File: src/rtl/hyperram_pkg.sv
// rtl/hyperram_pkg.sv - shared types, CA bit positions and CA encoder for the HyperRAM command sequencer
package hyperram_pkg;

   typedef enum logic [1:0] {
      OP_RDMEM   = 2'd0,
      OP_WRMEM   = 2'd1,
      OP_RDREG   = 2'd2,
      OP_ILLEGAL = 2'd3
   } op_e;

   typedef enum logic [2:0] {
      ST_IDLE     = 3'd0,
      ST_LAUNCH   = 3'd1,
      ST_WAIT_END = 3'd2,
      ST_RESP     = 3'd3,
      ST_GAP      = 3'd4
   } state_e;

   localparam int CA_RW_BIT    = 47;
   localparam int CA_AS_BIT    = 46;
   localparam int CA_BURST_BIT = 45;
   localparam int CA_ROW_HI    = 44;
   localparam int CA_ROW_LO    = 16;
   localparam int CA_COL_HI    = 2;
   localparam int CA_COL_LO    = 0;

   // Reads (memory or register) set R/W#; only register reads set the address-space bit.
   function automatic logic [47:0] ca_encode(op_e op, logic [31:0] addr);
      logic [47:0] ca;
      ca                        = '0;
      ca[CA_RW_BIT]             = (op == OP_RDMEM) || (op == OP_RDREG);
      ca[CA_AS_BIT]             = (op == OP_RDREG);
      ca[CA_BURST_BIT]          = 1'b1;
      ca[CA_ROW_HI:CA_ROW_LO]   = addr[31:3];
      ca[CA_COL_HI:CA_COL_LO]   = addr[2:0];
      return ca;
   endfunction

endpackage

File: src/rtl/hyperram_cmd_seq_if.sv
// rtl/hyperram_cmd_seq_if.sv - user request/response bus of the HyperRAM command sequencer
interface hyperram_cmd_seq_if;
   logic         req_valid;
   logic         req_ready;
   logic [1:0]   req_op;
   logic [31:0]  req_addr;
   logic [255:0] req_wdata;
   logic         rsp_valid;
   logic         rsp_ready;
   logic [255:0] rsp_rdata;
   logic         rsp_err;

   modport master (
      output req_valid, req_op, req_addr, req_wdata, rsp_ready,
      input  req_ready, rsp_valid, rsp_rdata, rsp_err
   );

   modport slave (
      input  req_valid, req_op, req_addr, req_wdata, rsp_ready,
      output req_ready, rsp_valid, rsp_rdata, rsp_err
   );
endinterface

File: src/rtl/hyperram_line_collector.sv
// rtl/hyperram_line_collector.sv - read-data line shift register with word count and register load
module hyperram_line_collector
   import hyperram_pkg::*;
(
   input  logic         clk,
   input  logic         rst,
   input  logic         clear,
   input  logic         shift,
   input  logic [31:0]  word,
   input  logic         load,
   input  logic [15:0]  reg_data,
   output logic [255:0] line,
   output logic [3:0]   count
);

   // Clear wins; a register load overrides a same-cycle word shift.
   always_ff @(posedge clk or negedge rst) begin
      if (!rst) begin
         line  <= '0;
         count <= '0;
      end else if (clear) begin
         line  <= '0;
         count <= '0;
      end else begin
         if (shift) begin
            line  <= {line[223:0], word};
            count <= count + 4'd1;
         end
         if (load) begin
            line <= {240'h0, reg_data};
         end
      end
   end

endmodule

File: src/rtl/hyperram_cmd_seq.sv
// rtl/hyperram_cmd_seq.sv - HyperRAM command sequencer: accept, CA encode, launch, collect, respond
module hyperram_cmd_seq
   import hyperram_pkg::*;
#(
   parameter int TIMEOUT_CYCLES = 255,
   parameter int CSHI_CYCLES    = 2
) (
   input  logic                clk,
   input  logic                rst,
   hyperram_cmd_seq_if.slave   user,
   output logic [47:0]         casig,
   output logic [255:0]        databuffer,
   output logic [1:0]          sel,
   output logic                rdmem_start,
   output logic                wrmem_start,
   output logic                rdreg_start,
   input  logic                rdmem_end,
   input  logic                wrmem_end,
   input  logic                rdreg_end,
   input  logic                rdmem_wordvalid,
   input  logic [31:0]         rdmem_data,
   input  logic                rdreg_valid,
   input  logic [15:0]         rdreg_data,
   output logic                busy
);

   state_e       state_q, state_d;
   op_e          op_q;
   logic [15:0]  wdog_q, wdog_d;
   logic [15:0]  gap_q, gap_d;
   logic         req_ready_q, rsp_valid_q, rsp_err_q, busy_q;
   logic         err_d;
   logic         coll_clear;
   logic         accept;
   logic         sel_end;
   logic         timeout;
   logic         in_wait;
   logic [3:0]   coll_count;
   logic [3:0]   cnt_fin;
   logic [255:0] coll_line;
   op_e          req_op_e;

   assign req_op_e = op_e'(user.req_op);
   assign accept   = (state_q == ST_IDLE) && user.req_valid && req_ready_q;
   assign in_wait  = (state_q == ST_WAIT_END);
   assign timeout  = (wdog_q + 16'd1) == 16'(TIMEOUT_CYCLES);
   assign cnt_fin  = coll_count + {3'b000, rdmem_wordvalid};

   // Only the end strobe of the op in flight can terminate the wait.
   always_comb begin
      sel_end = 1'b0;
      case (op_q)
         OP_RDMEM: sel_end = rdmem_end;
         OP_WRMEM: sel_end = wrmem_end;
         OP_RDREG: sel_end = rdreg_end;
         default:  sel_end = 1'b0;
      endcase
   end

   // Next-state logic plus watchdog, gap counter, error and collector-clear control.
   always_comb begin
      state_d    = state_q;
      wdog_d     = wdog_q;
      gap_d      = gap_q;
      err_d      = rsp_err_q;
      coll_clear = 1'b0;
      case (state_q)
         ST_IDLE: begin
            if (accept) begin
               if (req_op_e == OP_ILLEGAL) begin
                  state_d    = ST_RESP;
                  err_d      = 1'b1;
                  coll_clear = 1'b1;
               end else begin
                  state_d = ST_LAUNCH;
                  err_d   = 1'b0;
               end
            end
         end
         ST_LAUNCH: begin
            coll_clear = 1'b1;
            wdog_d     = '0;
            state_d    = ST_WAIT_END;
         end
         ST_WAIT_END: begin
            wdog_d = wdog_q + 16'd1;
            if (sel_end) begin
               state_d = ST_RESP;
               err_d   = (op_q == OP_RDMEM) && (cnt_fin != 4'd8);
            end else if (timeout) begin
               state_d = ST_RESP;
               err_d   = 1'b1;
            end
         end
         ST_RESP: begin
            if (user.rsp_ready) begin
               gap_d   = '0;
               state_d = (CSHI_CYCLES == 0) ? ST_IDLE : ST_GAP;
            end
         end
         ST_GAP: begin
            if (gap_q == 16'(CSHI_CYCLES - 1)) begin
               state_d = ST_IDLE;
            end else begin
               gap_d = gap_q + 16'd1;
            end
         end
         default: state_d = ST_IDLE;
      endcase
   end

   // State register with its counters.
   always_ff @(posedge clk or negedge rst) begin
      if (!rst) begin
         state_q <= ST_IDLE;
         wdog_q  <= '0;
         gap_q   <= '0;
      end else begin
         state_q <= state_d;
         wdog_q  <= wdog_d;
         gap_q   <= gap_d;
      end
   end

   // Registered outputs: status flags follow the next state, command fields load on accept.
   always_ff @(posedge clk or negedge rst) begin
      if (!rst) begin
         req_ready_q <= 1'b0;
         rsp_valid_q <= 1'b0;
         rsp_err_q   <= 1'b0;
         busy_q      <= 1'b0;
         rdmem_start <= 1'b0;
         wrmem_start <= 1'b0;
         rdreg_start <= 1'b0;
         casig       <= '0;
         databuffer  <= '0;
         sel         <= '0;
         op_q        <= OP_RDMEM;
      end else begin
         req_ready_q <= (state_d == ST_IDLE);
         rsp_valid_q <= (state_d == ST_RESP);
         rsp_err_q   <= err_d;
         busy_q      <= (state_d != ST_IDLE);
         rdmem_start <= accept && (req_op_e == OP_RDMEM);
         wrmem_start <= accept && (req_op_e == OP_WRMEM);
         rdreg_start <= accept && (req_op_e == OP_RDREG);
         if (accept) begin
            casig      <= ca_encode(req_op_e, user.req_addr);
            databuffer <= user.req_wdata;
            sel        <= user.req_op;
            op_q       <= req_op_e;
         end
      end
   end

   hyperram_line_collector u_collector (
      .clk      (clk),
      .rst      (rst),
      .clear    (coll_clear),
      .shift    (in_wait && rdmem_wordvalid),
      .word     (rdmem_data),
      .load     (in_wait && rdreg_valid),
      .reg_data (rdreg_data),
      .line     (coll_line),
      .count    (coll_count)
   );

   assign user.req_ready = req_ready_q;
   assign user.rsp_valid = rsp_valid_q;
   assign user.rsp_err   = rsp_err_q;
   assign user.rsp_rdata = coll_line;
   assign busy           = busy_q;

endmodule

File: src/flat_wrapper.sv
// flat-port wrapper written by rule: the top's interface ports become plain ports
module hyperram_cmd_seq_flat import hyperram_pkg::*;
#(
   parameter int TIMEOUT_CYCLES = 255,
   parameter int CSHI_CYCLES    = 2
)
  (clk, rst, casig, databuffer, sel, rdmem_start, wrmem_start, rdreg_start, rdmem_end, wrmem_end, rdreg_end, rdmem_wordvalid, rdmem_data, rdreg_valid, rdreg_data, busy, user_req_valid, user_req_op, user_req_addr, user_req_wdata, user_rsp_ready, user_req_ready, user_rsp_valid, user_rsp_rdata, user_rsp_err);
  hyperram_cmd_seq_if user_i ();
  input  logic clk;
  input  logic rst;
  output logic [47:0] casig;
  output logic [255:0] databuffer;
  output logic [1:0] sel;
  output logic rdmem_start;
  output logic wrmem_start;
  output logic rdreg_start;
  input  logic rdmem_end;
  input  logic wrmem_end;
  input  logic rdreg_end;
  input  logic rdmem_wordvalid;
  input  logic [31:0] rdmem_data;
  input  logic rdreg_valid;
  input  logic [15:0] rdreg_data;
  output logic busy;
  input wire logic [$bits(user_i.req_valid)-1:0] user_req_valid;
  input wire logic [$bits(user_i.req_op)-1:0] user_req_op;
  input wire logic [$bits(user_i.req_addr)-1:0] user_req_addr;
  input wire logic [$bits(user_i.req_wdata)-1:0] user_req_wdata;
  input wire logic [$bits(user_i.rsp_ready)-1:0] user_rsp_ready;
  output wire logic [$bits(user_i.req_ready)-1:0] user_req_ready;
  output wire logic [$bits(user_i.rsp_valid)-1:0] user_rsp_valid;
  output wire logic [$bits(user_i.rsp_rdata)-1:0] user_rsp_rdata;
  output wire logic [$bits(user_i.rsp_err)-1:0] user_rsp_err;
  assign user_i.req_valid = user_req_valid;
  assign user_i.req_op = user_req_op;
  assign user_i.req_addr = user_req_addr;
  assign user_i.req_wdata = user_req_wdata;
  assign user_i.rsp_ready = user_rsp_ready;
  assign user_req_ready = user_i.req_ready;
  assign user_rsp_valid = user_i.rsp_valid;
  assign user_rsp_rdata = user_i.rsp_rdata;
  assign user_rsp_err = user_i.rsp_err;
  hyperram_cmd_seq #(.TIMEOUT_CYCLES(TIMEOUT_CYCLES), .CSHI_CYCLES(CSHI_CYCLES)) u_core (.clk(clk), .rst(rst), .user(user_i), .casig(casig), .databuffer(databuffer), .sel(sel), .rdmem_start(rdmem_start), .wrmem_start(wrmem_start), .rdreg_start(rdreg_start), .rdmem_end(rdmem_end), .wrmem_end(wrmem_end), .rdreg_end(rdreg_end), .rdmem_wordvalid(rdmem_wordvalid), .rdmem_data(rdmem_data), .rdreg_valid(rdreg_valid), .rdreg_data(rdreg_data), .busy(busy));
endmodule
File: config.mk
export PLATFORM = sky130hd
export DESIGN_NAME = hyperram_cmd_seq_flat
export DESIGN_NICKNAME = d
export VERILOG_FILES = /design/src/rtl/hyperram_pkg.sv /design/src/rtl/hyperram_cmd_seq_if.sv /design/src/rtl/hyperram_line_collector.sv /design/src/rtl/hyperram_cmd_seq.sv /design/src/flat_wrapper.sv
export SDC_FILE = /design/constraint.sdc
export NUM_CORES = 1
export LEC_CHECK = 0
export CAP_MARGIN = 30
export CORE_AREA = 2 2 359 361
export DETAILED_ROUTE_END_ITERATION = 6
export DIE_AREA = 0 0 361 363
export PLACE_DENSITY_LB_ADDON = 0.3
export SLEW_MARGIN = 20
export SYNTH_ARGS = -nofsm -noshare
export SYNTH_HDL_FRONTEND = slang
export SYNTH_SLANG_ARGS = --single-unit
File: constraint.sdc
create_clock -name clk -period 2.2 [get_ports clk]
set_clock_uncertainty 0.2 [all_clocks]
set_input_delay 0.44 -clock clk [delete_from_list [all_inputs] [get_ports clk]]
set_output_delay 0.44 -clock clk [all_outputs]
set_load 0.02 [all_outputs]
==> summary.md <==
| Metric | Value |
|---|---|
| RSZ-0062 raised after global routing | yes |
| DRT Pass-1 Iters | 5 |
| Worst Reg-to-Reg Cells | 7 |
| Die height | 363 um |
| Slew headroom | 0.545 |
| Setup WS post-layout | 28.3 ps |
| Vias per cell | 4.11 |
| Clock Tree Buf Depth | 3 |
| Critical path class | flop to flop |
| Fmax | 0.460 GHz |
| Synth Flop Type | dfrtp_1 |
| Cell Area, Synth | 22900 um2 |
| Hold worst-path end | u_core.databuffer[49]$_DFFE_PN0P_ |
| Hold Path Class | input port to flop |
| Crit share post-route | 0.987 |
| Pwr dens | 1280 nW/um2 |
| Crit-path max FO | 4 |
| Crit. End Element | flop |
| GRT Total Usage | 0.156 |
| Rows | approximately 130 |
| Fin. Hold Viols | 0 |
| Post-layout util | 0.295 |
| Share of the synthesized area in the top cell type | 0.650 |
| Internal reg-to-reg setup slack | 30 ps |
| Top post-synthesis cells by area | dfrtp_1, nand2_1, a22o_1 |
| First-pass GRT wire length | 149 mm |
| Leak | between 15 and 20 nW |
| CTS tree | done |
| I/O Buffers | between 900 and 1000 |
| Worst skew pair latency | around 670 ps |
| Cell count after synthesis | 2142 |
| Setup crit start kind | flop |
| Final antenna-violating net count | 0 |
| Clock transition at path regs | 60 ps |
| Core box area | 127000 um2 |
| FF+latch count, synth | 595 |
| Antenna violations before repair | 45 |
| Slowest-stage cell, CP | or4b_4 |
| Initial Util | 0.180 |
| Critical Path AT | 2550 ps |
| Synth cell types | 59 |
| R2r startpoint | u_core.wdog_q[0]$_DFFE_PN0P_ |
| CP top delay family | simple AND/OR/NAND/NOR gates |
| Worst slew pin tran | 683 ps |
| Worst R2R End | u_core.state_q[0]$_DFF_PN0_ |
| Clock sink total | ~600 |
| IO Pins | ~900 |
| Area delta synth->final | 63.4% |
| Pre-CTS setup slack | -675 ps |
| Initial DRC Count | 1256 |
| CP Cell Sequence | ha_4 -> xnor2_2 -> or4b_4 -> nor4_4 -> o211ai_1 -> buf_4 -> o21bai_4 |
| Setup violators final | 0 |
| Syn. warnings | 0 |
| Via count | 20156 |
| WHS Path Cells | 3 |
| Syn Area/Cell | between 10 and 15 um2 |
| Placer Congestion | 0.817 |
| Crit path required time | 2580 ps |
| Number of synthesized flops with an enable pin | 0 |
| Fin. max-slew vios | 0 |
| Async S/R FF share, synth | 1.00 |
| Seq/Total Area, Yosys | 0.650 |
| Grt ovf | 0 |
| CTS Buf Count | 75 |
| Post-DP HPWL | 80.9 mm |
| VDD IR max | 624 uV |
| Total Power | around 48 mW |
| Vias in the first global route | 20367 |
| Max incr delay on CP | 490 ps |
| Pin count of the biggest net entering global routing | slightly below 80 |
| Post-synth top cells | nand2_1, dfrtp_1, a22o_1 |
| Max cap viols | 0 |
| Count leader, synth | nand2_1 |
| Cell accounting for the most synthesized area | dfrtp_1 |
| Htree depth | 3 |
| Hold path start | user_req_wdata[49] |
| Die area | 131000 um2 |
| Fraction of layout cells with a size suffix above 1 | 0.125 |
| Drt drc | 0 |
| Buffers plus inverters on the worst setup path | 1 |
| Status | finished, final reports clean |
| Nets | 3521 |
| Routed WL per cell | 21.4 um |
| Root buffer cell | clkbuf_16 |
| Post-Route WL | about 110 mm |
| Clock period minus worst slack | ~2200 ps |
| Hold WS | 93.1 ps |
| DIE WIDTH | 361 um |
[how the worst max path moves through the flow]
stage / startpoint / endpoint / slack [ps] / cells past startpoint
5_1_grt: u_core.state_q[0]$_DFF_PN0_ / u_core.u_collector.line[212]$_DFFE_PN0P_ / -60 / 8
3_3_place_gp: rdmem_wordvalid / u_core.user.rsp_err$_DFFE_PN0P_ / -810 / 8
4_1_cts: u_core.u_collector.line[151]$_DFFE_PN0P_ / user_rsp_rdata[151] / 0.01 / 1
6_report: u_core.wdog_q[0]$_DFFE_PN0P_ / u_core.state_q[0]$_DFF_PN0_ / 30 / 7
3_5_place_dp: rdmem_wordvalid / u_core.user.rsp_err$_DFFE_PN0P_ / -680 / 8
2_1_floorplan: rdmem_wordvalid / u_core.user.rsp_err$_DFFE_PN0P_ / 20 / 7
[metal layers]
metal	part of all wire	wire (um)	track usage
met1	0.39	41400	0.182
met4	0.022	2340	0.0459
met5	0.00035	37	0
met2	0.50	52600	0.268
met3	0.082	8650	0.0532
[through the flow]
step,cells,cell area [um2],TNS [ps]
after CTS,4887,37200,0
after global placement,4745,35100,-94660
final,4899,37400,0
after floorplan,2154,23000,0
after global routing,4898,37400,-6730
after detailed placement,4745,35100,-114220
[tightest hold or removal path, stage by stage]
cell and delay (ps):
clkdlybuf4s50_1 400, nand2_1 50, nand2_1 40
[cells by family after synthesis]
group | share of synthesized area
compound gates | 0.117
flops | 0.650
xor+xnor | 0.00497
simple gates | 0.179
fa+ha+maj | 0.00382
other cells | 0.000164
buf+inv | 0.0373
mux | 0.00743
[cell type report]
class / instances / area, um2
flip-flops and latches: 595 / 14900
well taps: 1662 / 2080
repair buffers: 1086 / 10400
clock inverters: 31 / 430
fillers: 13400 / 89600
diodes: 10 / 25.0
multi-input cells: 1403 / 7440
inverters: 6 / 22.5
clock buffers: 106 / 2130
[power by group]
| group | total [mW] | leakage (nW) | internal (mW) | switching [mW] |
|---|---|---|---|---|
| Clock | 12.9 | 1.25 | 7.67 | 5.25 |
| Combinational | 18.7 | 10.0 | 7.07 | 11.6 |
| Sequential | 16.3 | 7.82 | 14.2 | 2.14 |
| Total | 47.9 | 19.1 | 28.9 | 19.0 |
[cells in the final DEF (no fill, tap or decap), types with 4 or more instances in the layout]
master	Yosys	routed
a22o_1	240	240
mux2i_1	17	11
dfrtp_2	0	8
xor2_1	9	9
clkdlybuf4s15_1	0	26
nand3_1	12	11
inv_1	5	5
buf_12	0	38
or3_1	8	8
or4_1	4	4
ha_1	7	4
buf_6	4	4
conb_1	1	13
bufinv_16	0	7
mux2i_4	0	5
clkinvlp_4	0	5
diode_2	0	10
clkbuf_8	0	12
nor2_1	40	38
clkdlybuf4s50_1	0	345
o31ai_1	9	9
nor3_1	7	7
and3_1	8	8
a21oi_1	15	14
buf_4	46	145
clkinv_2	0	12
o211ai_1	6	6
clkbuf_16	0	78
clkbuf_1	45	18
clkdlybuf4s15_2	0	41
dfrtp_1	595	587
dlygate4sd2_1	0	478
a211oi_1	16	16
o21ai_0	31	30
nand2_1	898	897
nand4_1	13	13
[sequential cells by signal, summed over array words and instances (netlist names), 2 cells and up]
signal                    cells
u_core.state_q                3
u_core.u_collector.line     256
u_core.gap_q                 16
u_core.wdog_q                16
u_core.u_collector.count      4
u_core.casig                 35
u_core.databuffer           256
u_core.sel                    2
[what timing repair did]
item / CTS / global route
hold endpoints to repair: 398 / 0
endpoints found under the setup margin: 558 / 255
gates resized for setup: 678 / 27
pin swaps: 3 / 6
gates cloned: 0 / 2
hold buffers: 3 / 0
setup buffers: 2 / 0
No activity file was read; power rests on OpenSTA's default activity.
